<file path="config.mk">
export PLATFORM = sky130hd
export DESIGN_NAME = sd_response_gate
export DESIGN_NICKNAME = d
export VERILOG_FILES = /design/src/rtl/sd_response_gate.sv
export SDC_FILE = /design/constraint.sdc
export NUM_CORES = 1
export LEC_CHECK = 0
export CAP_MARGIN = 20
export CORE_MARGIN = 2
export CORE_UTILIZATION = 45
export CTS_BUF_LIST = sky130_fd_sc_hd__clkbuf_4 sky130_fd_sc_hd__clkbuf_8 sky130_fd_sc_hd__clkbuf_16
export DETAILED_ROUTE_END_ITERATION = 8
export GPL_ROUTABILITY_DRIVEN = 0
export PLACE_DENSITY = 0.72
export SYNTH_ARGS = -nofsm -noshare
export SYNTH_HDL_FRONTEND = slang
export SYNTH_SLANG_ARGS = --single-unit
</file>
<file path="constraint.sdc">
create_clock -name CLOCK_50 -period 4.47 [get_ports CLOCK_50]
set_input_delay 0.447 -clock CLOCK_50 [delete_from_list [all_inputs] [get_ports CLOCK_50]]
set_output_delay 0.447 -clock CLOCK_50 [all_outputs]
set_load 0.01 [all_outputs]
</file>
<file path="src/rtl/sd_response_gate.sv">
// Gate that stays high while counting SD clock edges and drops once a masked
// CMD response pattern is seen past an edge threshold, or on edge timeout.
module sd_response_gate #(
  parameter int unsigned       RESP_W        = 16,
  parameter logic [RESP_W-1:0] PATTERN       = 16'h01AA,
  parameter logic [RESP_W-1:0] MASK          = 16'h0FFF,
  parameter int unsigned       CNT_W         = 16,
  parameter int unsigned       EDGE_THRESH   = 193,
  parameter int unsigned       RESEND_COUNT  = 80,
  parameter int unsigned       TIMEOUT_EDGES = 1024,
  parameter int unsigned       SYNC_STAGES   = 2
) (
  input  logic             CLOCK_50,
  input  logic             reset,
  input  logic             sd_clk_in,
  input  logic             sd_cmd_in,
  input  logic             enable,
  input  logic             resend,
  output logic             gate_signal,
  output logic             match_pulse,
  output logic             timeout,
  output logic [CNT_W-1:0] edge_count,
  output logic [1:0]       state_o
);

  // state   | meaning
  // IDLE    | disarmed, counter and shift register held
  // COUNT   | counting SD clock rises and shifting CMD bits, gate high
  // MATCHED | response pattern accepted, gate low until resend/disable
  // TIMEOUT | edge budget exhausted without a match
  typedef enum logic [1:0] {
    S_IDLE    = 2'd0,
    S_COUNT   = 2'd1,
    S_MATCHED = 2'd2,
    S_TIMEOUT = 2'd3
  } state_t;

  state_t            state, state_nxt;
  logic [SYNC_STAGES-1:0] clk_sync_r, cmd_sync_r;
  logic              clk_d;
  logic              clk_sync, cmd_sync, rise;
  logic [RESP_W-1:0] shreg, sh_nxt;
  logic [CNT_W-1:0]  cnt_nxt;
  logic [31:0]       cnt_ext;
  logic              match;

  assign clk_sync = clk_sync_r[SYNC_STAGES-1];
  assign cmd_sync = cmd_sync_r[SYNC_STAGES-1];
  assign rise     = clk_sync & ~clk_d;
  assign match    = ((shreg ^ PATTERN) & MASK) == '0;
  assign cnt_ext  = 32'(edge_count);
  assign state_o  = state;

  always_comb begin
    state_nxt = state;
    cnt_nxt   = edge_count;
    sh_nxt    = shreg;
    if (!enable) begin
      state_nxt = S_IDLE;
    end else if (resend && state != S_IDLE) begin
      // a retry restarts from a fixed offset and discards any coincident edge
      state_nxt = S_COUNT;
      cnt_nxt   = CNT_W'(RESEND_COUNT);
      sh_nxt    = '0;
    end else begin
      case (state)
        S_IDLE: begin
          state_nxt = S_COUNT;
          cnt_nxt   = '0;
          sh_nxt    = '0;
        end
        S_COUNT: begin
          if (match && cnt_ext > EDGE_THRESH)
            state_nxt = S_MATCHED;
          else if (cnt_ext >= TIMEOUT_EDGES)
            state_nxt = S_TIMEOUT;
          if (rise) begin
            sh_nxt = {shreg[RESP_W-2:0], cmd_sync};
            if (edge_count != '1)
              cnt_nxt = edge_count + 1'b1;
          end
        end
        default: ;
      endcase
    end
  end

  always_ff @(posedge CLOCK_50) begin
    if (reset) begin
      clk_sync_r  <= '0;
      cmd_sync_r  <= '0;
      clk_d       <= 1'b0;
      state       <= S_IDLE;
      edge_count  <= '0;
      shreg       <= '0;
      gate_signal <= 1'b0;
      match_pulse <= 1'b0;
      timeout     <= 1'b0;
    end else begin
      clk_sync_r  <= {clk_sync_r[SYNC_STAGES-2:0], sd_clk_in};
      cmd_sync_r  <= {cmd_sync_r[SYNC_STAGES-2:0], sd_cmd_in};
      clk_d       <= clk_sync;
      state       <= state_nxt;
      edge_count  <= cnt_nxt;
      shreg       <= sh_nxt;
      gate_signal <= (state_nxt == S_COUNT);
      match_pulse <= (state == S_COUNT) && (state_nxt == S_MATCHED);
      timeout     <= (state_nxt == S_TIMEOUT);
    end
  end

endmodule

</file>
Word-level counts from Yosys, hierarchy flattened
Cells that the tools add are included.
{"block": "classes", "n_addsub": 1, "n_mul": 0, "div": 0, "magnitude_cmp": 2, "eq_ne": 7, "shifts": 0, "muxes": 12, "bitwise": 3, "n_reduce_logical": 9}
{"operator": "$mux W16", "n": 3}
{"operator": "$pmux W16 S2", "n": 1}
{"operator": "$mux W12", "n": 2}
{"operator": "$pmux W12 S2", "n": 1}
{"operator": "$add A16 B1 Y16 const B", "n": 1}
{"operator": "$ge A16 B11 Y1 const B", "n": 1}
{"operator": "$gt A16 B8 Y1 const B", "n": 1}
{"operator": "$logic_not A16 Y1", "n": 1}
{"operator": "$ne A16 B16 Y1 const B", "n": 1}
{"operator": "$mux W2", "n": 4}
{"operator": "$ne A3 B3 Y1 const B", "n": 2}
{"operator": "$not A5 Y5", "n": 1}
{"operator": "$eq A2 B1 Y1 const B", "n": 2}
{"operator": "$eq A2 B2 Y1 const B", "n": 2}
{"operator": "$pmux W2 S2", "n": 1}
{"operator": "$reduce_and A4 Y1", "n": 1}
{"operator": "$logic_and A1 B1 Y1", "n": 3}
{"operator": "$reduce_and A3 Y1", "n": 1}
{"operator": "$reduce_bool A3 Y1", "n": 1}
{"operator": "$logic_not A2 Y1", "n": 1}
{"operator": "$reduce_bool A2 Y1", "n": 1}
{"operator": "$and A1 B1 Y1", "n": 1}
{"operator": "$not A1 Y1", "n": 1}
{"block": "totals", "regBits": 38, "latchBits": 0, "ram_bits": 0, "romBits": 0, "inputBits": 6, "wordCells": 43, "n_memories": 0}

Longest topological paths before layout
{"block": "logic_depth", "depth_word": 9, "mapped_depth": 8, "depth_no_buf": 7}

Worst setup path after synthesis
OpenSTA, ideal clock, no wires.
{"block": "synth_path", "path_kind": "register to register", "start": "register edge_count[0]", "end": "register edge_count[10]", "t_arrival_ns": 1.858, "t_required_ns": 4.382, "path_slack_ns": 2.524, "stages_incl_launch_ff": 8, "synth_period_minus_slack_ns": 1.946, "cell_sequence": "dfxtp_1 > ha_1 > and4_1 > nand4_1 > o21ai_4 > buf_6 > nor2_1 > o32ai_2"}
{"block": "synth_via", "elab_chain_cells": 5, "word_cells_on_any_way": 8, "cone_classes": "1 x add/sub; 2 x eq/ne; 4 x mux; 1 x reduce/logical"}
{"item": "start: declaration", "line": "22", "text": "output logic [CNT_W-1:0] edge_count,"}
{"item": "start signal: assignment", "line": "104", "text": "edge_count <= cnt_nxt;"}
{"item": "$add A16 B1 Y16", "line": "80", "text": "cnt_nxt = edge_count + 1'b1;"}
{"item": "$mux W16", "line": "79", "text": "if (edge_count != '1)"}
{"item": "$mux W16", "line": "77", "text": "if (rise) begin"}
{"item": "$pmux W16 S2", "line": "66", "text": "case (state)"}
{"item": "$mux W16", "line": "60", "text": "end else if (resend && state != S_IDLE) begin"}
Parallel ways exist; a longest one is shown, timed or not. The select of a mux whose other input is x is not followed.
A chain may end at the register's enable or synchronous reset.

Final worst setup path
{"block": "layout_path", "start": "input port resend", "end": "register edge_count[9]"}
{"block": "layout_via", "elab_chain_cells": 3, "word_cells_on_any_way": 6, "cone_classes": "2 x eq/ne; 1 x mux; 3 x reduce/logical"}
{"item": "start: declaration", "line": "18", "text": "input logic resend,"}
{"item": "$logic_and A1 B1 Y1 (*)", "line": "60"}
{"item": "$ne A3 B3 Y1 (no line) / $reduce_bool A3 Y1 (equally long branches)"}
{"item": "$reduce_and A4 Y1 (no line)"}
Every way passes the cells marked *; elsewhere a longest branch is shown, timed or not.

==> impl_metrics.py <==
metrics = {
    "run_status": {
        "status": "complete, no violations",
    },
    "floorplan": {
        "core-area_um2": 4000,
        "rows": 23,
        "start_util_pct": 46.9,
        "die_w_um": 68.5,
        "die-area_um2": 4700,
        "pin_count": 27,
        "die-height_um": 68.5,
    },
    "logic_synthesis": {
        "seq_area_frac_synth_pct": 40.6,
        "synthMuxAreaShare_pct": 0,
        "synthXorXnorAreaFrac_pct": 0.467,
        "synth_fa_ha_area_share_pct": 2.00,
        "yosys.cell_count.top_type": "dfxtp_1",
        "syn_inst": 221,
        "yosys.area.top_type": "dfxtp_1",
        "ys.flop_type": "dfxtp_1",
        "yosys.area_share.simple_pct": 29.6,
        "synth_seq_cells": 38,
        "ys_types": 45,
        "synth_common_cells": "dfxtp_1 (38), nor2_1 (20), nor2b_1 (20)",
        "synth_nets": 230,
        "avgSynthCellArea_um2": 8.48,
        "yosysWarnings": 0,
        "synthesis.area_um2": 1870,
        "synth_top_area_share_pct": 40.6,
        "synthTopCellsByArea": "dfxtp_1 (41%), nor2b_1 (6.7%), a21oi_1 (4.8%)",
        "synth_top_family_by_area": "simple AND/OR/NAND/NOR gates",
        "synth_compound_area_share_pct": 22.0,
        "synth-async-reset-ratio_pct": 0,
        "synth_edf_count": 0,
    },
    "cts": {
        "clk_path_buf_depth": 2,
        "clk_pin_slew_ns": 0.09,
        "cts-resized-gates": 0,
        "cts_tree": "done",
        "cts.sinks": 38,
        "root_buffer": "clkbuf_8",
        "post_cts_buffers": 0,
        "cts_buffers": 5,
        "ctsHoldBuffers": 0,
        "htree_levels": 2,
        "clkLatencyLatePin_ns": 0.29,
    },
    "worst_setup_path": {
        "r2r_slack_ns": 2.21,
        "endpoint_kind": "flip-flop",
        "crit_chain": "clkdlybuf4s50_1, nor2b_1, a211oi_4, buf_4, o21ai_4, or4_1, a21oi_1",
        "cp.depth": 7,
        "critical_path_peak_fanout": 31,
        "critPathMaxStageDelay_ns": 0.60,
        "critPathRequiredTime_ns": 4.69,
        "cpLargestDelayFamily": "buffers and inverters",
        "reg2reg_from": "edge_count[0]",
        "path_buf_inv": 2,
        "critPathLaunchType": "input pin",
        "timing.rr.end": "edge_count[7]",
        "startpoint": "resend",
        "cpMaxStageDelayCell": "clkdlybuf4s50_1",
        "ff2ff_path_depth": 6,
        "path_class": "input pin to flip-flop",
        "endpoint": "edge_count[9]",
        "critPathArrivalTime_ns": 2.65,
    },
    "sta": {
        "timing.fmax_ghz": 0.412,
        "hold_viol": 0,
        "final_max_slew_viol_count": 0,
        "tns_ns": 0,
        "finalSetupViolCount": 0,
        "worst_pin_slew_ns": 1.05,
        "fin_crit_ns": 2.43,
        "relSlewSlack_pct": 30.0,
        "rsz0062_at_grt": "no",
        "fin_ws_ns": 2.04,
        "final.setup_skew_ns": 0.0128,
        "fin_crit_sh_pct": 54.4,
    },
    "finish": {
        "fin_nets": 252,
        "antenna_cells_inserted": 0,
        "area_growth_pct": 20.8,
        "fin_area_um2": 2260,
        "nFillCells": 385,
        "multi_input_area_um2": 1020,
        "fin_util_pct": 56.6,
        "seq_area_um2": 761,
        "drive_gt1_share_pct": 6.56,
    },
    "global_route": {
        "grt-ovfl-total": 0,
        "grt_max_degree": 32,
        "grt_pass1_wl_mm": 6.93,
        "track_usage_pct": 19.7,
        "antenna_found_initial": 0,
        "first_global_vias": 1465,
    },
    "power_and_ir_drop": {
        "power_mw": 0.687,
        "leakage_nw": 0.741,
        "ir_drop_v": 0.000179,
        "power_density_nw_per_um2": 303,
    },
    "placed_design": {
        "port_buffers": 26,
        "post-place-ws_ns": 1.75,
        "place_area_um2": 2150,
        "dpl.hpwl_mm": 2.91,
    },
    "run": {
        "max_cap_viol_count": 0,
    },
    "drt": {
        "dr.pass1.iters": 4,
        "routed_wl_mm": 4.20,
        "routedWlPerCell_um": 14.3,
        "final_antenna_net_count": 0,
        "drtIter0Drc": 171,
        "via_per_inst": 5.72,
        "vias": 1682,
        "post-route-drc-count": 0,
    },
    "worst_hold_path": {
        "hold_path_class": "flip-flop to flip-flop",
    },
}
metal layers:
metal | vias up | global-route usage (%) | wire [um]
met4 | 0 | 5.75 | 20
met3 | 2 | 4.87 | 175
met5 | - | 0 | 0
met1 | 802 | 27.2 | 2100
met2 | 36 | 30.4 | 1900
li1 | 842 | - | -
through the flow:
stage	hold slack, ns	cells
6_report	0.431	294
5_1_grt	0.448	294
4_1_cts	0.438	294
3_5_place_dp	0.435	286
3_3_place_gp	0.421	286
2_1_floorplan	0.414	221
flip-flops by register name (all words and copies together), names as in the netlist:
name         cells
state_o          2
gate_signal      1
match_pulse      1
clk_d            1
clk_sync_r       2
shreg           12
timeout          1
cmd_sync_r       2
edge_count      16
cell usage in the layout (no fill, tap or decap), types with 5 or more instances in the layout:
master,netlist,routed
nand4_1,5,5
dfxtp_1,38,38
nand3_1,7,7
nor2_1,20,20
inv_1,10,10
or3_1,5,5
nor2b_1,20,20
a21oi_1,18,18
nand2_1,12,12
clkbuf_8,0,5
clkdlybuf4s50_1,0,26
a31oi_1,13,13
logic make-up (layout without fill, tap and decap cells):
group,after synthesis,count (layout)
simple gates,99,99
compound gates,58,58
flops,38,38
buf+inv,22,45
fa+ha+maj,3,3
xor+xnor,1,1
final cells by class:
class                      instances  area share (%)
multi-input combinational        161            45.1
sequential                        38            33.6
timing repair buffer              27            11.8
clock buffer                       5            3.04
tap                               50            2.76
clock inverter                     3            1.99
inverter                          10            1.66
where the power goes:
group / total (mW) / switching (mW) / internal, mW
Sequential: 0.345 / 0.00312 / 0.342
Combinational: 0.0467 / 0.0292 / 0.0175
Clock: 0.295 / 0.129 / 0.166
Total: 0.687 / 0.161 / 0.526
how the worst min path moves through the flow:
stage	endpoint	from	cells after the start
3_5_place_dp	cmd_sync_r[1]	cmd_sync_r[0]	1
3_3_place_gp	clk_sync_r[1]	clk_sync_r[0]	1
4_1_cts	cmd_sync_r[1]	cmd_sync_r[0]	1
6_report	cmd_sync_r[1]	cmd_sync_r[0]	1
5_1_grt	cmd_sync_r[1]	cmd_sync_r[0]	1
2_1_floorplan	clk_sync_r[1]	clk_sync_r[0]	1
Power figures use the tool's default switching activity.
